File: src/rtl/dac_wave_gen.sv
// dac_wave_gen: periodic DAC code generator (const / sawtooth / triangle / square)
// feeding a valid/ready handshake. The sample rate comes from a programmable
// clock divider. A tick that arrives while a sample is still waiting is
// dropped and flagged with a sticky overrun bit.
module dac_wave_gen #(
    parameter int unsigned DW = 8,
    parameter int unsigned PW = 16
) (
    input  logic          clk,
    input  logic          rst,
    input  logic          en,
    input  logic [1:0]    mode,
    input  logic [DW-1:0] step,
    input  logic [DW-1:0] level,
    input  logic [PW-1:0] period,
    input  logic          smp_ready,
    output logic          smp_valid,
    output logic [DW-1:0] smp_data,
    output logic          overrun
);

    typedef enum logic [1:0] {
        M_CONST = 2'b00,
        M_SAW   = 2'b01,
        M_TRI   = 2'b10,
        M_SQR   = 2'b11
    } mode_t;

    typedef enum logic { DIR_UP, DIR_DOWN } dir_t;
    typedef enum logic { PH_HIGH, PH_LOW } phase_t;

    localparam logic [DW-1:0] MIDSCALE = {1'b1, {(DW-1){1'b0}}};
    localparam logic [DW:0]   FULL     = {1'b0, {DW{1'b1}}};

    logic [PW-1:0] count;
    logic [PW-1:0] pmax;
    logic          tick;

    logic [DW-1:0] acc, acc_base, acc_n;
    dir_t          dir, dir_base, dir_n;
    phase_t        phase, ph_base, ph_n;
    logic [1:0]    mode_q;
    logic [DW-1:0] code;
    logic [DW:0]   tri_sum;

    // Effective period (0 behaves as 1) and the divider tick.
    // The >= compare also ends a count that a shrinking period left above the
    // new terminal value, so period changes apply on the following compare.
    always_comb begin
        pmax = (period == '0) ? PW'(1) : period;
        tick = en && (count >= (pmax - PW'(1)));
    end

    // Sample-period divider: held at zero while disabled, cleared on each tick.
    always_ff @(posedge clk) begin
        if (rst || !en || tick) begin
            count <= '0;
        end else begin
            count <= count + PW'(1);
        end
    end

    // Next code and next waveform state, applying the mode-change reload first.
    always_comb begin
        acc_base = acc;
        dir_base = dir;
        ph_base  = phase;
        if (mode != mode_q) begin
            acc_base = '0;
            dir_base = DIR_UP;
            ph_base  = PH_HIGH;
        end
        acc_n   = acc_base;
        dir_n   = dir_base;
        ph_n    = ph_base;
        code    = acc_base;
        tri_sum = {1'b0, acc_base} + {1'b0, step};
        case (mode_t'(mode))
            M_CONST: code = level;
            M_SAW: begin
                acc_n = acc_base + step;
                code  = acc_n;
            end
            M_TRI: begin
                if (dir_base == DIR_UP) begin
                    if (tri_sum >= FULL) begin
                        acc_n = '1;
                        dir_n = DIR_DOWN;
                    end else begin
                        acc_n = tri_sum[DW-1:0];
                    end
                end else begin
                    if (acc_base <= step) begin
                        acc_n = '0;
                        dir_n = DIR_UP;
                    end else begin
                        acc_n = acc_base - step;
                    end
                end
                code = acc_n;
            end
            M_SQR: begin
                code = (ph_base == PH_HIGH) ? level : '0;
                ph_n = (ph_base == PH_HIGH) ? PH_LOW : PH_HIGH;
            end
            default: code = acc_base;
        endcase
    end

    // Waveform state advances on every tick, even when the sample is dropped.
    always_ff @(posedge clk) begin
        if (rst) begin
            acc    <= MIDSCALE;
            dir    <= DIR_UP;
            phase  <= PH_HIGH;
            mode_q <= mode;
        end else if (tick) begin
            acc    <= acc_n;
            dir    <= dir_n;
            phase  <= ph_n;
            mode_q <= mode;
        end
    end

    // Output handshake register and sticky overrun flag.
    always_ff @(posedge clk) begin
        if (rst) begin
            smp_valid <= 1'b0;
            smp_data  <= MIDSCALE;
            overrun   <= 1'b0;
        end else if (tick) begin
            if (!smp_valid || smp_ready) begin
                smp_data  <= code;
                smp_valid <= 1'b1;
            end else begin
                overrun <= 1'b1;
            end
        end else if (smp_valid && smp_ready) begin
            smp_valid <= 1'b0;
        end
    end

endmodule

File: config.mk
export PLATFORM = sky130hd
export DESIGN_NAME = dac_wave_gen
export DESIGN_NICKNAME = d
export VERILOG_FILES = /design/src/rtl/dac_wave_gen.sv
export SDC_FILE = /design/constraint.sdc
export NUM_CORES = 1
export LEC_CHECK = 0
export BUFFER_PORTS_ARGS = -buffer_cell sky130_fd_sc_hd__buf_2
export CORE_UTILIZATION = 58
export DETAILED_ROUTE_END_ITERATION = 10
export HOLD_SLACK_MARGIN = 0.15
export MAX_ROUTING_LAYER = met4
export PLACE_DENSITY = 0.81
export SKIP_LAST_GASP = 1
export SYNTH_ARGS = -nofsm -noshare
export SYNTH_HDL_FRONTEND = slang
export SYNTH_SLANG_ARGS = --single-unit
File: constraint.sdc
create_clock -name clk -period 5.55 [get_ports clk]
set_input_delay 0.8325 -clock clk [delete_from_list [all_inputs] [get_ports clk]]
set_output_delay 0.8325 -clock clk [all_outputs]
set_load 0.02 [all_outputs]
==> qor.csv, run 1 <==
stage;metric;value;unit
outcome;status;complete, no violations;
yosys;sequential share of the synthesized area;23.5;%
run;MaxCap Viol Count;0;
yosys;proportion of synthesized area in mux cells;0.301;%
sta;WHS;0.474;ns
yosys;Synth Area in Compound Gates;21.7;%
grt;Global Route Usage Sum;28.5;%
clock_tree;CTS Buf Count;5;
setup_path;CP max FO;15;
sta;Fin Setup TNS;0;ns
yosys;asr flop ratio synth;0;%
layout;most common cell after layout, fill and taps aside;nor2_1;
setup_path;Worst EP required;5.77;ns
clock_tree;number of H-tree levels;2;
pwr;Peak VDD IR;134;uV
layout;commonest non-fill, non-tap cells in the layout;53 x nor2_1, 47 x buf_2, 38 x ha_1;
floorplanning;die height;77.7;um
grt;initial antenna violation count;0;
floorplanning;Initial Util;60.3;%
setup_path;worst r2r src;mode_q[1];
sta;FMAX;221;MHz
floorplanning;Chip Width;77.7;um
yosys;Synth Instances;413;
yosys;YS warnings;0;
sta;Final Hold Viols;0;
clock_tree;worst skew pair latency;0.29;ns
layout;ant diodes;0;
yosys;xor/xnor share of the synthesized area;10.2;%
pwr;power per cell area;181;nW/um^2
setup_path;startpoint types;input pin;
clock_tree;setup bufs post-CTS;0;
detailed_routing;Vias/cell;5.96;
yosys;Synth Area in Simple Gates;24.2;%
placed_design;IO buf count;47;
grt;pin count of the biggest net entering global routing;19;
layout;share of layout cells above drive strength 1;16.0;%
placed_design;RD Place Congestion;0.902;
pwr;leakage power;0.00169;uW
sta;worst-margin pin slew;0.554;ns
detailed_routing;Initial DRC Count;207;
clock_tree;Num Clock Sinks;38;
floorplanning;Ports;48;
yosys;Syn Area/Cell;8.05;sq um
floorplanning;total core area;5510;sq um
grt;vias in the first global route;2875;
layout;Synth-to-Final Area Change;12.2;%
yosys;main combinational cell family by area after synthesis;simple AND/OR/NAND/NOR gates;
setup_path;Arr. time, crit path;4.74;ns
sta;Worst slew margin;63.0;%
clock_tree;hold buffer count at CTS;0;
setup_path;flop2flop setup slack;1.83;ns
min_path;Hold Crit Class;reg2reg;
yosys;register bit count reported by yosys;38;
yosys;Post-Syn Nets;491;
sta;setup violators final;0;
clock_tree;root buffer cell;clkbuf_8;
setup_path;Crit Path Class;in2reg;
layout;nets;533;
clock_tree;Reg clk slew, reported paths;0.08;ns
sta;crit share post-route;81.5;%
sta;Final Max Tran Viols;0;
clock_tree;post-CTS sizing;0;
yosys;Post-Synth Adder-Cell Area;15.5;%
detailed_routing;remaining antenna violation count;0;
detailed_routing;wire per inst;15.1;um
grt;GRT overflow;0;
setup_path;R2R Path End;acc[6];
clock_tree;CTS tree;built;
detailed_routing;Routed WL;7970;um
placed_design;DP HPWL;6330;um
setup_path;Setup crit end;count[5];
sta;clk_skew;0.00499;ns
sta;RSZ-0062 raised after global routing;no;
sta;crit path time final;4.52;ns
yosys;number of flops mapped to enable cells by yosys;2;
yosys;Cell Area, Synth;3320;sq um
detailed_routing;Post-route DRC;0;
detailed_routing;via count;3147;
setup_path;crit path from;period[7];
clock_tree;clk buf depth;2;
floorplanning;row count;27;
setup_path;Worst R2R Path Depth;14;
detailed_routing;Detailed Routing Iterations Pass 1;5;
grt;first-pass GRT wire length;13300;um
setup_path;CP Capture Type;flip-flop;
floorplanning;Die ar.;6040;sq um
yosys;ys flop type;dfxtp_1;
yosys;Netlist cell types;70;
per-layer routing:
metal | GRT usage (%) | part of all wire, %
met4 | 6.98 | 1.6
met2 | 45.3 | 45
met5 | - | 0
met1 | 37.6 | 47
met3 | 4.94 | 6.0
per-stage QoR:
stage	setup WS (ns)	utilization [%]	instance area [sq um]	power (uW)	std cells
3_3_place_gp	0.988	65.2	3590	390	520
6_report	1.03	67.7	3730	674	528
5_1_grt	0.613	67.7	3730	698	528
4_1_cts	1.09	67.7	3730	676	528
3_5_place_dp	0.808	65.2	3590	393	520
2_1_floorplan	1.40	-	3320	356	413
power breakdown:
group | internal [uW] | leakage [uW] | switching (uW)
registers | 276 | 0.000310 | 1.56
clock network | 180 | 0.0000683 | 105
logic | 43.9 | 0.00131 | 67.7
total | 500 | 0.00169 | 174
cells in the mapped netlist, drive strengths merged (7+ instances only):
cell type,n,area [sq um]
nor2,53,199
ha,38,475
dfxtp,36,721
nand2,35,131
inv,23,86.3
xor2,20,175
a21oi,19,98.9
o21ai,18,90.1
xnor2,17,164
nand3,13,70.1
nor3,12,70.1
and3,11,68.8
a21o,10,75.1
nand2b,9,56.3
buf,7,41.3
critical path, stage by stage:
cell	delay (ns)
buf_2	0.12
nor3_1	0.25
nand2b_1	0.13
nor4_1	0.28
or3b_1	0.43
nor2_1	0.20
nor2_1	0.10
ha_1	0.23
nand2_1	0.12
nor2_1	0.08
nand2_1	0.07
xor2_1	0.16
ha_1	0.27
a21o_1	0.16
a21oi_1	0.13
o32ai_1	0.11
a31o_2	0.29
nor2_1	0.18
nand2_1	0.38
nor2_1	0.22
logic make-up (layout without fill, tap and decap cells):
family	after synthesis	count (layout)
AND/OR/NAND/NOR	163	163
buffers and inverters	36	79
flip-flops	38	38
XOR/XNOR	37	37
adder cells (fa/ha/maj)	40	40
AO/OA/AOI/OAI	98	98
multiplexers	1	1
layout make-up:
cell class / instances / area (sq um)
Clock inverter: 3 / 68.8
Sequential cell: 38 / 781
Inverter: 23 / 86.3
Tap cell: 72 / 90.1
Multi-Input combinational cell: 339 / 2390
Timing Repair Buffer: 48 / 243
Clock buffer: 5 / 68.8
Fill cell: 472 / 1780
worst min path at each step:
stage | from | to | cells after the start
2_1_floorplan | acc[5] | acc[5] | 1
3_3_place_gp | acc[2] | acc[2] | 1
3_5_place_dp | acc[6] | acc[6] | 1
4_1_cts | phase | phase | 2
5_1_grt | acc[2] | acc[2] | 1
6_report | phase | phase | 2
registers in the layout (all words and copies together), names as in the netlist:
| register | flops |
|---|---|
| acc | 8 |
| overrun | 1 |
| mode_q | 2 |
| dir | 1 |
| phase | 1 |
| smp_valid | 1 |
| count | 16 |
| smp_data | 8 |
(Power assumes the default switching activity.)
==> inputs of run 2 (changes only) <==
--- a/config.mk
+++ b/config.mk
@@ -6,11 +6,11 @@
 export NUM_CORES = 1
 export LEC_CHECK = 0
 export BUFFER_PORTS_ARGS = -buffer_cell sky130_fd_sc_hd__buf_2
-export CORE_UTILIZATION = 58
+export CORE_UTILIZATION = 53
 export DETAILED_ROUTE_END_ITERATION = 10
 export HOLD_SLACK_MARGIN = 0.15
 export MAX_ROUTING_LAYER = met4
-export PLACE_DENSITY = 0.81
+export PLACE_DENSITY = 0.78
 export SKIP_LAST_GASP = 1
 export SYNTH_ARGS = -nofsm -noshare
 export SYNTH_HDL_FRONTEND = slang
==> constraint.sdc (replaced) <==
create_clock -name clk -period 4.1 [get_ports clk]
set_input_delay 0.615 -clock clk [delete_from_list [all_inputs] [get_ports clk]]
set_output_delay 0.615 -clock clk [all_outputs]
set_load 0.02 [all_outputs]
==> run 2 against run 1 <==
Effect of this change: global-route usage down 1.9 points; clock skew rose by 0.0017 ns; sequential share of layout area fell by 0.51 points; clock power is 14% higher; largest cell class unchanged; final cell count is 2.8% higher; setup slack worse by 0.73 ns; wire length increased by 0.41%; highest routed layer unchanged; critical path depth increased by 1; final area grew 2.5%; combinational power rose by 42%; core utilization is 3.9 points lower.
==> qor.csv, run 2 (synthesis gave the netlist of run 1 again) <==
stage;metric;value;unit;change
clock_tree;Reg clk slew, reported paths;0.07;ns;about the same
run;MaxCap Viol Count;0;;unchanged
layout;commonest non-fill, non-tap cells in the layout;53 x nor2_1, 47 x buf_2, 38 x ha_1;;
sta;Final Max Tran Viols;0;;unchanged
placed_design;IO buf count;47;;unchanged
pwr;sequential share of power;43.7;%;+2.5 points
grt;vias in the first global route;2889;;+0.49%
sta;Final Hold Viols;0;;unchanged
detailed_routing;via count;3147;;unchanged
clock_tree;number of H-tree levels;2;;unchanged
layout;Final Core Density;63.8;%;-3.9 points
sta;setup violators final;0;;unchanged
min_path;hold wc startpoint;phase;;
layout;area occupied by multi-input gates;2410;sq um;+0.73%
grt;initial antenna violation count;0;;unchanged
layout;max reg flops;16;;unchanged
floorplanning;Ports;48;;unchanged
setup_path;Worst EP required;4.29;ns;-1.48 ns
layout;most common cell after layout, fill and taps aside;nor2_1;;
clock_tree;CTS Buf Count;5;;unchanged
setup_path;startpoint types;input pin;;
detailed_routing;Routed WL;8010;um;+0.41%
detailed_routing;Post-route DRC;0;;unchanged
min_path;Hold Crit Class;reg2reg;;
setup_path;worst path cell trace;buf_2 -> nor3_2 -> nand2b_1 -> nor4_2 -> or3b_1 -> nor2_1 -> nor2_1 -> ha_1 -> nand2_1 -> nor2_1 -> nand2_1 -> xor2_1 -> ha_1 -> a21o_1 -> a21oi_1 -> o32ai_1 -> a31o_2 -> o21ai_1 -> nor2b_1 -> buf_4 -> a22o_1;;
grt;first-pass GRT wire length;13200;um;-0.31%
pwr;Clk network pwr share;37.8;%;-4.4 points
layout;ant diodes;0;;unchanged
setup_path;CP bufs+invs;2;;+1
grt;pin count of the biggest net entering global routing;19;;unchanged
layout;Biggest register;count;;
floorplanning;Chip Width;81.2;um;+4.5%
clock_tree;setup bufs post-CTS;0;;unchanged
sta;worst-margin pin slew;0.533;ns;-0.0207 ns
min_path;Hold Crit Endpoint;phase;;
pwr;P_int;634;uW;+27%
placed_design;RD Place Congestion;0.919;;+1.9%
placed_design;DP HPWL;6350;um;+0.36%
pwr;Combinational Power Share;18.5;%;+2.0 points
setup_path;Critical Path Max Stage Delay;0.39;ns;-0.04 ns
sta;clk_skew;0.00664;ns;+0.00165 ns
floorplanning;total core area;5990;sq um;+8.8%
pwr;Switch Pwr;227;uW;+30%
setup_path;flop2flop setup slack;0.47;ns;-1.36 ns
sta;WHS;0.470;ns;-0.00450 ns
clock_tree;worst skew pair latency;0.29;ns;about the same
clock_tree;root buffer cell;clkbuf_8;;
grt;met3 Use GR;4.72;%;-0.22 points
setup_path;Arr. time, crit path;3.99;ns;-0.75 ns
floorplanning;Die ar.;6590;sq um;+9.2%
outcome;status;complete, no violations;;
layout;largest registers;count (16), acc (8), smp_data (8);;
setup_path;CP max FO;7;;-8
floorplanning;Initial Util;55.5;%;-4.9 points
grt;Global Route Usage Sum;26.7;%;-1.9 points
pwr;power per cell area;225;nW/um^2;+25%
layout;Synth-to-Final Area Change;15.1;%;
layout;share of layout cells above drive strength 1;18.8;%;+2.8 points
grt;met2 Use GR;38.6;%;-6.7 points
pwr;Peak VDD IR;165;uV;+24%
setup_path;Crit path max-delay family;simple AND/OR/NAND/NOR gates;;
floorplanning;die height;81.2;um;+4.5%
sta;Worst slew margin;64.4;%;+1.4 points
clock_tree;hold buffer count at CTS;0;;unchanged
sta;crit share post-route;92.7;%;
layout;nets;546;;+2.4%
clock_tree;CTS tree;built;;
sta;Fin Setup TNS;0;ns;unchanged
layout;Register Area;781;sq um;unchanged
grt;met1 usage;37.5;%;-0.13 points
min_path;Cells on Worst Hold Path;2;;unchanged
detailed_routing;Initial DRC Count;149;;-28%
setup_path;R2R Path End;acc[6];;
clock_tree;post-CTS sizing;0;;unchanged
grt;GRT busiest layer;met2;;
setup_path;worst r2r src;mode_q[0];;
floorplanning;row count;28;;+3.7%
clock_tree;clk buf depth;2;;unchanged
layout;number of fillers in the final layout;511;;+8.3%
setup_path;critical path's slowest cell;or3b_1;;
detailed_routing;wire per inst;14.7;um;-2.4%
setup_path;Crit Path Class;in2reg;;
sta;FMAX;263;MHz;
clock_tree;Num Clock Sinks;38;;unchanged
pwr;sw frac;26.3;%;+0.50 points
sta;RSZ-0062 raised after global routing;no;;
detailed_routing;Vias/cell;5.80;;-2.8%
setup_path;Most common cell on crit path;nor2_1;;
setup_path;Worst R2R Path Depth;14;;unchanged
grt;GRT overflow;0;;unchanged
setup_path;CP Capture Type;flip-flop;;
detailed_routing;Detailed Routing Iterations Pass 1;4;;-1
sta;crit path time final;3.80;ns;
pwr;leakage power;0.00174;uW;+3.1%
detailed_routing;remaining antenna violation count;0;;unchanged
==> run 2: cell count changes in the layout (fill, tap and decap cells not counted), sizes merged <==
cell / change
buf: +13
bufinv: -1
clkbuf: +1
clkinv: -1
==> run 2: worst max path at each step <==
| stage | start | endpoint | slack [ns] | cells after the start |
|---|---|---|---|---|
| detailed placement | period[2] | acc[3] | -0.1 | 20 |
| finish | period[7] | acc[3] | 0.30 | 21 |
| global placement | period[2] | count[13] | 0.05 | 20 |
| floorplan | period[7] | smp_data[0] | 0.16 | 20 |
| global route | period[7] | count[4] | 0.005 | 21 |
| CTS | period[2] | acc[3] | 0.20 | 20 |
==> run 2: per-layer routing <==
metal  vias up  wire length (um)
met1      1455              3880
met3        11               579
met2       103              3430
met5         -                 0
met4         0               116
li1       1578                 -
==> run 2: per-stage QoR <==
stage                     cell area, sq um  power, uW  std cells  setup WS, ns
after floorplan                       3320        482        413         0.163
after CTS                             3810        861        543         0.204
after global routing                  3820        895        543       0.00491
after global placement                3690        535        536        0.0470
after detailed placement              3690        539        536       -0.0997
final                                 3820        861        543         0.301
==> run 2: power by group through the flow <==
| stage | combinational (uW) | clock [uW] | sequential (uW) |
|---|---|---|---|
| global placement | 151 | 0 | 385 |
| floorplan | 97.7 | 0 | 384 |
| CTS | 156 | 329 | 376 |
| detailed placement | 154 | 0 | 385 |
| global route | 176 | 343 | 376 |
| finish | 159 | 325 | 376 |
==> run 2: worst reg2reg max path: stages (launching register included) <==
cell and delay, ns:
edfxtp_1 0.41, xnor2_2 0.39, and2_1 0.23, nand2_1 0.11
inv_1 0.07, ha_1 0.16, inv_1 0.07, fa_1 0.45
or3_4 0.39, a31oi_4 0.27, o31ai_2 0.11, o21ai_1 0.12
a21bo_1 0.23, a211o_1 0.29, a22o_1 0.23
==> run 2: final cells by class <==
cell class,count,share of cell area [%]
clock inverters,1,0.785
repair buffers,61,8.90
well taps,75,2.45
clock buffers,6,2.16
multi-input cells,339,63.0
flip-flops and latches,38,20.4
inverters,23,2.26
==> inputs of run 3 (changes only) <==
--- a/config.mk
+++ b/config.mk
@@ -6,6 +6,7 @@
 export NUM_CORES = 1
 export LEC_CHECK = 0
 export BUFFER_PORTS_ARGS = -buffer_cell sky130_fd_sc_hd__buf_2
+export CORE_ASPECT_RATIO = 0.5
 export CORE_UTILIZATION = 53
 export DETAILED_ROUTE_END_ITERATION = 10
 export HOLD_SLACK_MARGIN = 0.15
==> run 3 against run 2 <==
Effect of this change: clock power increased by 59%; combinational power about the same; final area increased by 4.0%; wire length increased by 3.2%; register-to-register slack improved by 0.14 ns; sequential power about the same; first-iteration DRC count increased by 44%; die area increased by 0.29%; core utilization increased by 5.3 points; hold slack got worse by 0.0038 ns; maximum frequency decreased by 2.2%; global-route usage increased by 0.27 points; largest power group is now clock.
==> qor.csv, run 3 (synthesis gave the netlist of run 1 again) <==
stage;metric;value;unit;change
clock_tree;Reg clk slew, reported paths;0.06;ns;about the same
sta;Final Hold Viols;0;;unchanged
floorplanning;Ports;48;;unchanged
layout;area occupied by multi-input gates;2420;sq um;+0.52%
run;MaxCap Viol Count;0;;unchanged
setup_path;Worst EP required;4.26;ns;-0.03 ns
grt;Global Route Usage Sum;26.9;%;+0.27 points
sta;setup violators final;0;;unchanged
sta;Final Max Tran Viols;0;;unchanged
sta;crit path time final;3.88;ns;+0.0843 ns
grt;initial antenna violation count;0;;unchanged
placed_design;RD Place Congestion;0.899;;-2.2%
placed_design;worst slack at placement;-0.140;ns;-0.0402 ns
layout;Final Core Density;69.1;%;+5.3 points
setup_path;critical path's slowest cell;or3b_1;;
setup_path;CP bufs+invs;3;;+1
layout;final non-filler cell total;557;;+2.6%
sta;RSZ-0062 raised after global routing;no;;
pwr;leakage power;0.00181;uW;+3.9%
layout;most common cell after layout, fill and taps aside;nor2_1;;
floorplanning;die height;58.0;um;-29%
grt;GRT overflow;0;;unchanged
floorplanning;total core area;5750;sq um;-4.0%
placed_design;placed insts;547;;+2.1%
min_path;Hold Crit Class;reg2reg;;
layout;nets;550;;+0.73%
pwr;Peak VDD IR;149;uV;-9.7%
clock_tree;Num Clock Sinks;38;;unchanged
detailed_routing;Initial DRC Count;214;;+44%
clock_tree;hold buffer count at CTS;0;;unchanged
setup_path;startpoint types;input pin;;
detailed_routing;via count;3131;;-0.51%
detailed_routing;remaining antenna violation count;0;;unchanged
detailed_routing;Vias/cell;5.62;;-3.0%
layout;commonest non-fill, non-tap cells in the layout;52 x nor2_1, 47 x buf_2, 38 x ha_1;;
floorplanning;Die ar.;6610;sq um;+0.29%
clock_tree;clk buf depth;2;;unchanged
setup_path;Crit path max-delay family;simple AND/OR/NAND/NOR gates;;
detailed_routing;Post-route DRC;0;;unchanged
setup_path;Crit Path Class;in2reg;;
sta;FMAX;257;MHz;-2.2%
placed_design;IO buf count;47;;unchanged
clock_tree;number of H-tree levels;2;;unchanged
detailed_routing;wire per inst;14.8;um;+0.62%
pwr;power per cell area;265;nW/um^2;+18%
setup_path;Critical Path Max Stage Delay;0.40;ns;about the same
layout;share of layout cells above drive strength 1;19.9;%;+1.1 points
setup_path;CP Capture Type;flip-flop;;
placed_design;DP HPWL;6190;um;-2.6%
layout;Biggest register;count;;
sta;clk_skew;0.00524;ns;-0.00140 ns
clock_tree;CTS tree;built;;
sta;crit share post-route;94.7;%;+2.1 points
detailed_routing;Detailed Routing Iterations Pass 1;6;;+2
outcome;status;complete, no violations;;
layout;ant diodes;0;;unchanged
setup_path;Most common cell on crit path;nor2_1;;
floorplanning;Initial Util;57.8;%;+2.3 points
layout;Register Area;781;sq um;unchanged
layout;number of fillers in the final layout;526;;+2.9%
floorplanning;row count;19;;-32%
sta;worst-margin pin slew;0.550;ns;+0.0165 ns
layout;largest registers;count (16), acc (8), smp_data (8);;
clock_tree;worst skew pair latency;0.28;ns;about the same
clock_tree;root buffer cell;clkbuf_16;;
sta;post-route setup slack;0.216;ns;-0.0843 ns
layout;Synth-to-Final Area Change;19.7;%;
grt;first-pass GRT wire length;13600;um;+3.1%
clock_tree;CTS Buf Count;5;;unchanged
layout;max reg flops;16;;unchanged
grt;pin count of the biggest net entering global routing;19;;unchanged
sta;Worst slew margin;63.3;%;-1.1 points
setup_path;worst path cell trace;buf_2 -> nor4_1 -> nand3b_1 -> or3b_1 -> nor2_1 -> nor2_1 -> ha_1 -> nand2_1 -> nor2_1 -> nand2_1 -> xor2_1 -> ha_1 -> a21o_1 -> a21oi_1 -> o32ai_2 -> a31o_2 -> buf_4 -> buf_4 -> a32oi_1 -> nor2_1;;
setup_path;CP max FO;5;;-2
setup_path;Arr. time, crit path;4.04;ns;+0.05 ns
detailed_routing;Routed WL;8260;um;+3.2%
floorplanning;Chip Width;114;um;+40%
grt;vias in the first global route;2976;;+3.0%
run 3: changes by cell type in the layout (fill, tap and decap cells not counted), moves of 2 or more:
| cell | change |
|---|---|
| clkbuf_16 | +5 |
| buf_4 | +3 |
| nor4_2 | -2 |
| clkbuf_8 | -5 |
run 3: repair_timing:
action                                  in CTS  in global routing
endpoints found under the setup margin       0                 35
buffers inserted                             0                  2
gates resized for setup                      0                  5
endpoints found under the hold margin        0                  0
run 3: layer usage:
| metal | track usage (%) | wire length, um |
|---|---|---|
| met1 | 35.1 | 4010 |
| met2 | 44.9 | 3780 |
| met3 | 3.66 | 408 |
| met4 | 6.31 | 67 |
| met5 | - | 0 |
run 3: path summary, 6_finish.rpt:
check	startpoint	endpoint	slack, ns	cells past startpoint
setup / recovery	period[2]	dir	0.22	20
hold / removal	acc[0]	acc[0]	0.47	1
setup reg to reg	mode_q[0]	smp_data[2]	0.61	14
hold reg to reg	acc[0]	acc[0]	0.47	1
run 3: where the power goes:
| group | switching, uW | internal [uW] |
|---|---|---|
| Clock | 151 | 365 |
| Sequential | 2.13 | 375 |
| Combinational | 93.2 | 66.3 |
| Total | 246 | 806 |
run 3: metrics by stage:
stage | hold slack, ns | TNS [ns] | power (uW) | cell area [sq um]
after CTS | 0.467 | 0 | 1050 | 3930
after global placement | 0.449 | 0 | 537 | 3730
after global routing | 0.478 | 0 | 1090 | 3980
after floorplan | 0.424 | 0 | 482 | 3320
final | 0.466 | 0 | 1050 | 3980
after detailed placement | 0.451 | -1.95 | 539 | 3730
run 3: final cells by class:
cell class | instances | share of cell area, %
inverter | 23 | 2.17
timing repair buffer | 65 | 9.63
multi-input combinational | 339 | 60.9
tap | 84 | 2.64
clock buffer | 6 | 3.49
clock inverter | 2 | 1.51
sequential | 38 | 19.6
